**src/rtl/sram_arbiter.sv**
```systemverilog
// Round-robin arbiter sharing one simple-dual-port SRAM among several requesters.
// Reads and writes are arbitrated independently, so one read and one write can
// issue in the same cycle. Read data returns one cycle after the read grant and
// is tagged to its requester through rvalid.
module sram_arbiter #(
    parameter int NUM_CLIENTS = 2,
    parameter int ADDR_WIDTH  = 8,
    parameter int DATA_WIDTH  = 16
) (
    input  logic                              clk,
    input  logic                              rst,
    input  logic [NUM_CLIENTS-1:0]            req,
    input  logic [NUM_CLIENTS-1:0]            we,
    input  logic [NUM_CLIENTS*ADDR_WIDTH-1:0] addr,
    input  logic [NUM_CLIENTS*DATA_WIDTH-1:0] wdata,
    output logic [NUM_CLIENTS-1:0]            gnt,
    output logic [NUM_CLIENTS-1:0]            rvalid,
    output logic [DATA_WIDTH-1:0]             rdata,
    output logic [ADDR_WIDTH-1:0]             sram_wr_addr,
    output logic [ADDR_WIDTH-1:0]             sram_rd_addr,
    output logic                              sram_write_en,
    output logic [DATA_WIDTH-1:0]             sram_wr_data,
    input  logic [DATA_WIDTH-1:0]             sram_rd_data
);

    localparam int PTR_W = (NUM_CLIENTS > 1) ? $clog2(NUM_CLIENTS) : 1;

    logic [NUM_CLIENTS-1:0] rd_cand;
    logic [NUM_CLIENTS-1:0] wr_cand;
    logic [NUM_CLIENTS-1:0] rd_onehot;
    logic [NUM_CLIENTS-1:0] wr_onehot;
    logic [NUM_CLIENTS-1:0] rd_tag;
    logic [PTR_W-1:0]       rd_ptr;
    logic [PTR_W-1:0]       wr_ptr;
    logic [PTR_W-1:0]       rd_idx;
    logic [PTR_W-1:0]       wr_idx;
    logic                   rd_found;
    logic                   wr_found;
    logic                   rd_grant;
    logic                   wr_grant;
    logic [ADDR_WIDTH-1:0]  rd_addr_q;

    assign rd_cand = req & ~we;
    assign wr_cand = req & we;

    // Scan candidates from each side's pointer upward, wrapping; first hit wins.
    always_comb begin
        rd_found = 1'b0;
        rd_idx   = '0;
        wr_found = 1'b0;
        wr_idx   = '0;
        for (int i = 0; i < NUM_CLIENTS; i++) begin
            if (!rd_found && rd_cand[(int'(rd_ptr) + i) % NUM_CLIENTS]) begin
                rd_found = 1'b1;
                rd_idx   = PTR_W'((int'(rd_ptr) + i) % NUM_CLIENTS);
            end
            if (!wr_found && wr_cand[(int'(wr_ptr) + i) % NUM_CLIENTS]) begin
                wr_found = 1'b1;
                wr_idx   = PTR_W'((int'(wr_ptr) + i) % NUM_CLIENTS);
            end
        end
    end

    // Nothing is granted while reset is held.
    assign rd_grant  = rd_found & ~rst;
    assign wr_grant  = wr_found & ~rst;
    assign rd_onehot = rd_grant ? (NUM_CLIENTS'(1) << rd_idx) : '0;
    assign wr_onehot = wr_grant ? (NUM_CLIENTS'(1) << wr_idx) : '0;
    assign gnt       = rd_onehot | wr_onehot;

    // Drive the SRAM ports from the winners; the read address holds when idle.
    always_comb begin
        sram_write_en = wr_grant;
        sram_wr_addr  = '0;
        sram_wr_data  = '0;
        sram_rd_addr  = rd_addr_q;
        if (wr_grant) begin
            sram_wr_addr = addr[int'(wr_idx)*ADDR_WIDTH +: ADDR_WIDTH];
            sram_wr_data = wdata[int'(wr_idx)*DATA_WIDTH +: DATA_WIDTH];
        end
        if (rd_grant) begin
            sram_rd_addr = addr[int'(rd_idx)*ADDR_WIDTH +: ADDR_WIDTH];
        end
    end

    assign rvalid = rd_tag;
    assign rdata  = sram_rd_data;

    // Advance pointers past each winner, remember the read address, tag the read.
    always_ff @(posedge clk) begin
        if (rst) begin
            rd_ptr    <= '0;
            wr_ptr    <= '0;
            rd_tag    <= '0;
            rd_addr_q <= '0;
        end else begin
            if (rd_grant) begin
                rd_ptr    <= PTR_W'((int'(rd_idx) + 1) % NUM_CLIENTS);
                rd_addr_q <= sram_rd_addr;
            end
            if (wr_grant) begin
                wr_ptr <= PTR_W'((int'(wr_idx) + 1) % NUM_CLIENTS);
            end
            rd_tag <= rd_onehot;
        end
    end

endmodule
```
**config.mk**
```make
export PLATFORM = sky130hd
export DESIGN_NAME = sram_arbiter
export DESIGN_NICKNAME = d
export VERILOG_FILES = /design/src/rtl/sram_arbiter.sv
export SDC_FILE = /design/constraint.sdc
export NUM_CORES = 1
export LEC_CHECK = 0
export CORE_UTILIZATION = 28
export DETAILED_ROUTE_END_ITERATION = 7
export MAX_ROUTING_LAYER = met4
export PLACE_DENSITY = 0.9
export SYNTH_ARGS = -nofsm -noshare
export SYNTH_HDL_FRONTEND = slang
export SYNTH_SLANG_ARGS = --single-unit
export TNS_END_PERCENT = 50
```
**constraint.sdc**
```tcl
create_clock -name clk -period 2.8 [get_ports clk]
set_clock_uncertainty 0.05 [all_clocks]
set_input_delay 0.28 -clock clk [delete_from_list [all_inputs] [get_ports clk]]
set_output_delay 0.28 -clock clk [all_outputs]
set_load 0.01 [all_outputs]
```
==> metrics, run 1 <==
Fmax=376 MHz; delay-heaviest family, CP=buffers and inverters; initial cell density of the core=0.296; Tot Pwr=0.000584 W; Chip Height=61.9 um; Crit Reg-Reg Startpoint=rd_ptr; CORE AREA=0.00339 sq mm; crit-path max cell delay=600 ps; Post-Route WL=3530 um; Hold Path Class=in -> reg; drt first-iter violations=49; hold_sp=rst; Post-route DRC=0; crit-path cells=clkdlybuf4s50_1, nand2_1, a311oi_4, buf_4, a22o_1, clkdlybuf4s50_1; r2r setup slk=1430 ps; die width=61.9 um; CP dominant cell by count=clkdlybuf4s50_1; CP Data Arrival Time=2330 ps; minimum clock period=2660 ps; Rel. slew slack=0.343; vias in the first global route=1123; leakage=0.722 nW; final instance area=0.00193 sq mm; Worst IR Drop VDD=0.349 mV; final critical-path share of the clock period=0.949; Total GRT Usage=0.192; Rows=21; Reg-to-Reg End=rd_addr_q[7]; top_reg_cell synth=dfxtp_1; syn nets=175; startpoint types=input port; vias per cell=5.20; largest net degree at the start of global routing=19; cell taking the most area after synthesis=dfxtp_1; Diodes inserted=0; aggregate global routing overflow=0; Critical Path RT=2470 ps; Slew Viols, Final=0; CTS clk-pin slew, worst paths=80 ps; Async SR Flop Fraction=0; Setup CP Type=in -> out; syn_area_per_cell=9.56 sq um; Slowest cell on crit path=clkdlybuf4s50_1; clk sinks=12; H-tree levels=1; Synth Register Bits=12; Max clock buf depth=2; Syn Std Cell Area=0.00100 sq mm; CTS tree=yes; CTS Buf Count=3; Synth area leaders=dfxtp_1 24%, a22o_1 21%, a221o_1 16%; DIE AREA=0.00383 sq mm; share of layout cells above drive strength 1=0.114; Cell variety after synth=22; antenna violations before repair=0; Worst Hold Slack=419 ps; P&R area growth vs syn=92.0%; final setup TNS=0 ps; Final GP Congestion=0.767; number of synthesized flops with an enable pin=0; Ports=123; Root Driver=clkbuf_4; Worst-Margin Slew=978 ps; drt pass-1 iters=4; maxcap violations=0; Hold-fix buffers, CTS=0; via count=1202; Hold EP=rd_ptr; CP Buf/Inv Count=3; Post-Place Cell Area=0.00188 sq mm; CP max FO=18; top cell type's share of synthesized area=0.239; Synth Warn #=0; Port Buffers=90; unrepaired setup endpoints after global routing=no; Final Hold Fails=0; pwr dens=303 mW/mm^2; sequential-to-total area share from yosys stat=0.239; R2R depth=4; Routed Antenna Nets=0; most numerous cell in the Yosys netlist=a22o_1; fin nets=256; drt wl/cell=15.3 um; Worst Setup End Kind=output port; most frequent cells after synthesis=24 x a22o_1, 18 x buf_4, 16 x a221o_1; Post CTS Setup Buffer Count=0; clock latency on the worst-skew pair=270 ps; DP HPWL=2760 um; first-pass GRT wire length=5260 um; Post-Syn Instances=105; WHS Path Cells=2; status=complete, no violations; # setup viols final=0
flip-flops by register name (all words and copies together) (netlist names):
name / cells
rd_ptr: 1
rvalid: 2
rd_addr_q: 8
wr_ptr: 1
area by class of cell:
| type | instances | area, sq um |
|---|---|---|
| fillers | 296 | 1460 |
| repair buffers | 100 | 978 |
| multi-input cells | 68 | 611 |
| flip-flops and latches | 12 | 240 |
| well taps | 46 | 57.6 |
| clock buffers | 4 | 36.3 |
| inverters | 1 | 3.75 |
kinds of logic after synthesis:
logic type	after synthesis	share of synthesized area
buf+inv	25	0.170
flops	12	0.239
compound gates	46	0.434
simple gates	22	0.157
worst max path at each step:
stage / cells past startpoint / to / from
after floorplan: 4 / sram_rd_addr[0] / req[1]
after global placement: 5 / sram_rd_addr[2] / rst
after global routing: 6 / sram_wr_data[13] / we[0]
after detailed placement: 5 / sram_rd_addr[2] / rst
final: 6 / sram_wr_data[2] / we[0]
after CTS: 6 / sram_wr_data[2] / we[0]
per-layer routing:
| layer | vias up | routed length (um) | GRT usage |
|---|---|---|---|
| met1 | 577 | 1450 | 0.232 |
| met5 | - | 0 | - |
| met2 | 44 | 1890 | 0.329 |
| met3 | 0 | 191 | 0.0538 |
| met4 | 0 | 0 | 0.0159 |
| li1 | 581 | - | - |
cell usage in the layout, fill, tap and decap left out, types with 3 or more instances in the layout:
master           instances
a21oi_1                  3
a221o_1                 16
a22o_1                  24
buf_4                   10
clkbuf_4                 3
clkdlybuf4s50_1         89
dfxtp_1                 12
nor4b_1                  7
where the power goes:
group | total (W) | switching, W | internal [W]
clock network | 0.000139 | 0.0000595 | 0.0000791
registers | 0.000190 | 0.00000749 | 0.000182
logic | 0.000256 | 0.0000917 | 0.000164
timing repair:
item / CTS / global route
hold endpoints to repair: 0 / 0
setup endpoints to repair: 0 / 3
gates resized for setup: 0 / 2
stage by stage:
stage | std cells | setup WS (ps) | utilization
3_3_place_gp | 227 | 153 | 0.555
2_1_floorplan | 105 | 1120 | -
5_1_grt | 231 | 28.5 | 0.568
3_5_place_dp | 227 | 129 | 0.555
6_report | 231 | 143 | 0.568
4_1_cts | 231 | 131 | 0.566
Note: power is estimated with default switching activity, not from simulation.
==> inputs of run 2 (changes only) <==
- CORE_ASPECT_RATIO: unset -> 1.4
==> run 2 against run 1 <==
Final area grew 1.1%. Clock-buffer cell count stayed put. Routed wire length increased by 3.5%. Die area is essentially flat. Global-route usage decreased by 0.65 points. Combinational power hardly changed. Critical path depth stayed put. Flip-flop and latch count stayed put. Worst hold slack improved by 23 ps. Critical endpoint is now sram_rd_addr[4]. Highest routed layer is now met4.
==> metrics, run 2 (same netlist as run 1, synthesis figures left out) <==
status=complete, no violations; final instance area=0.00195 sq mm; hold_sp=rd_addr_q[7]; switching power=0.000163 W; Setup CP Type=in -> out; Chip Height=72.8 um; CTS tree=yes; Max clock buf depth=2; Diodes inserted=0; most frequent cells in the layout=90 x clkdlybuf4s50_1, 24 x a22o_1, 16 x a221o_1; largest reg by FF count=rd_addr_q; Post CTS Setup Buffer Count=0; Post-route DRC=0; Reg power frac=0.300; unrepaired setup endpoints after global routing=no; max reg flops=8; Post-Place Cell Area=0.00189 sq mm; antenna violations before repair=0; initial cell density of the core=0.294; combinational fraction of design power=0.406; Critical Path RT=2470 ps; fin cells=222; drt wl/cell=16.5 um; Worst Hold Slack=442 ps; clk sinks=12; drt first-iter violations=21; Worst Setup End Kind=output port; startpoint types=input port; CTS Buf Count=3; fin nets=253; Clock Power Share=0.295; leakage=0.713 nW; Fmax=374 MHz; Worst-Margin Slew=1070 ps; Final GP Congestion=0.740; Int Power=0.000473 W; final setup TNS=0 ps; Fillers=325; aggregate global routing overflow=0; DIE AREA=0.00383 sq mm; Port Buffers=90; final critical-path share of the clock period=0.956; maxcap violations=0; via count=1211; Inst Count DP=218; DP HPWL=2780 um; commonest non-fill, non-tap cell in the layout=clkdlybuf4s50_1; Crit Reg-Reg Startpoint=rd_ptr; first-pass GRT wire length=5100 um; Worst IR Drop VDD=0.259 mV; Rel. slew slack=0.281; vias in the first global route=1043; minimum clock period=2680 ps; Hold Path Class=reg -> reg; Final Hold Fails=0; H-tree levels=1; vias per cell=5.45; Hold-fix buffers, CTS=0; clock latency on the worst-skew pair=240 ps; Rows=25; # setup viols final=0; Slew Viols, Final=0; CP Data Arrival Time=2350 ps; drt pass-1 iters=4; r2r setup slk=1450 ps; largest net degree at the start of global routing=24; Total GRT Usage=0.185; Root Driver=clkbuf_8; share of layout cells above drive strength 1=0.0989; Ports=123; P&R area growth vs syn=94.1%; Critical Path Source=req[1]; pwr dens=326 mW/mm^2; die width=52.6 um; Post-Route WL=3660 um; Routed Antenna Nets=0; CTS clk-pin slew, worst paths=60 ps; CP max FO=18; CORE AREA=0.00341 sq mm; Sw Share=0.256
## run 2: through the flow
stage	power [W]	utilization	setup slack, ps
5_1_grt	0.000665	0.571	22.7
3_3_place_gp	0.000449	0.554	61.0
4_1_cts	0.000641	0.570	22.1
2_1_floorplan	0.000307	-	1120
3_5_place_dp	0.000452	0.554	27.9
6_report	0.000635	0.571	124
## run 2: path summary, 6_finish.rpt
kind | endpoint | depth (start not counted)
max | sram_rd_addr[4] | 6
min | rd_addr_q[7] | 1
max reg2reg | rd_addr_q[3] | 4
min reg2reg | rd_addr_q[7] | 1
## run 2: timing repair
action / in CTS / in global routing
gates resized for setup: 0 / 1
hold endpoints to repair: 0 / 0
endpoints found under the setup margin: 0 / 8
## run 2: cell type report
| type | instances | area [sq um] | area share |
|---|---|---|---|
| clock buffers | 4 | 55.1 | 0.0283 |
| inverters | 1 | 3.75 | 0.00193 |
| multi-input cells | 68 | 608 | 0.312 |
| flip-flops and latches | 12 | 240 | 0.123 |
| well taps | 40 | 50.0 | 0.0257 |
| repair buffers | 97 | 991 | 0.509 |
## run 2: metal layers
layer	global-route usage	vias to the layer above	part of all wire
met5	-	-	0
met4	0.0585	0	0.011
met3	0.0396	10	0.095
met2	0.312	63	0.51
met1	0.214	563	0.39
li1	-	575	-
## run 2: power groups by stage
stage,sequential [W],clock (W),combinational [W]
floorplan,0.000192,0,0.000115
global placement,0.000193,0,0.000256
detailed placement,0.000193,0,0.000258
CTS,0.000190,0.000191,0.000259
global route,0.000191,0.000200,0.000274
finish,0.000190,0.000187,0.000258
## run 2: critical path, stage by stage
cell and delay (ps):
clkdlybuf4s50_1 560, nor2b_1 360, a2111oi_4 140, buf_12 170, a221o_1 340, clkdlybuf4s50_1 490
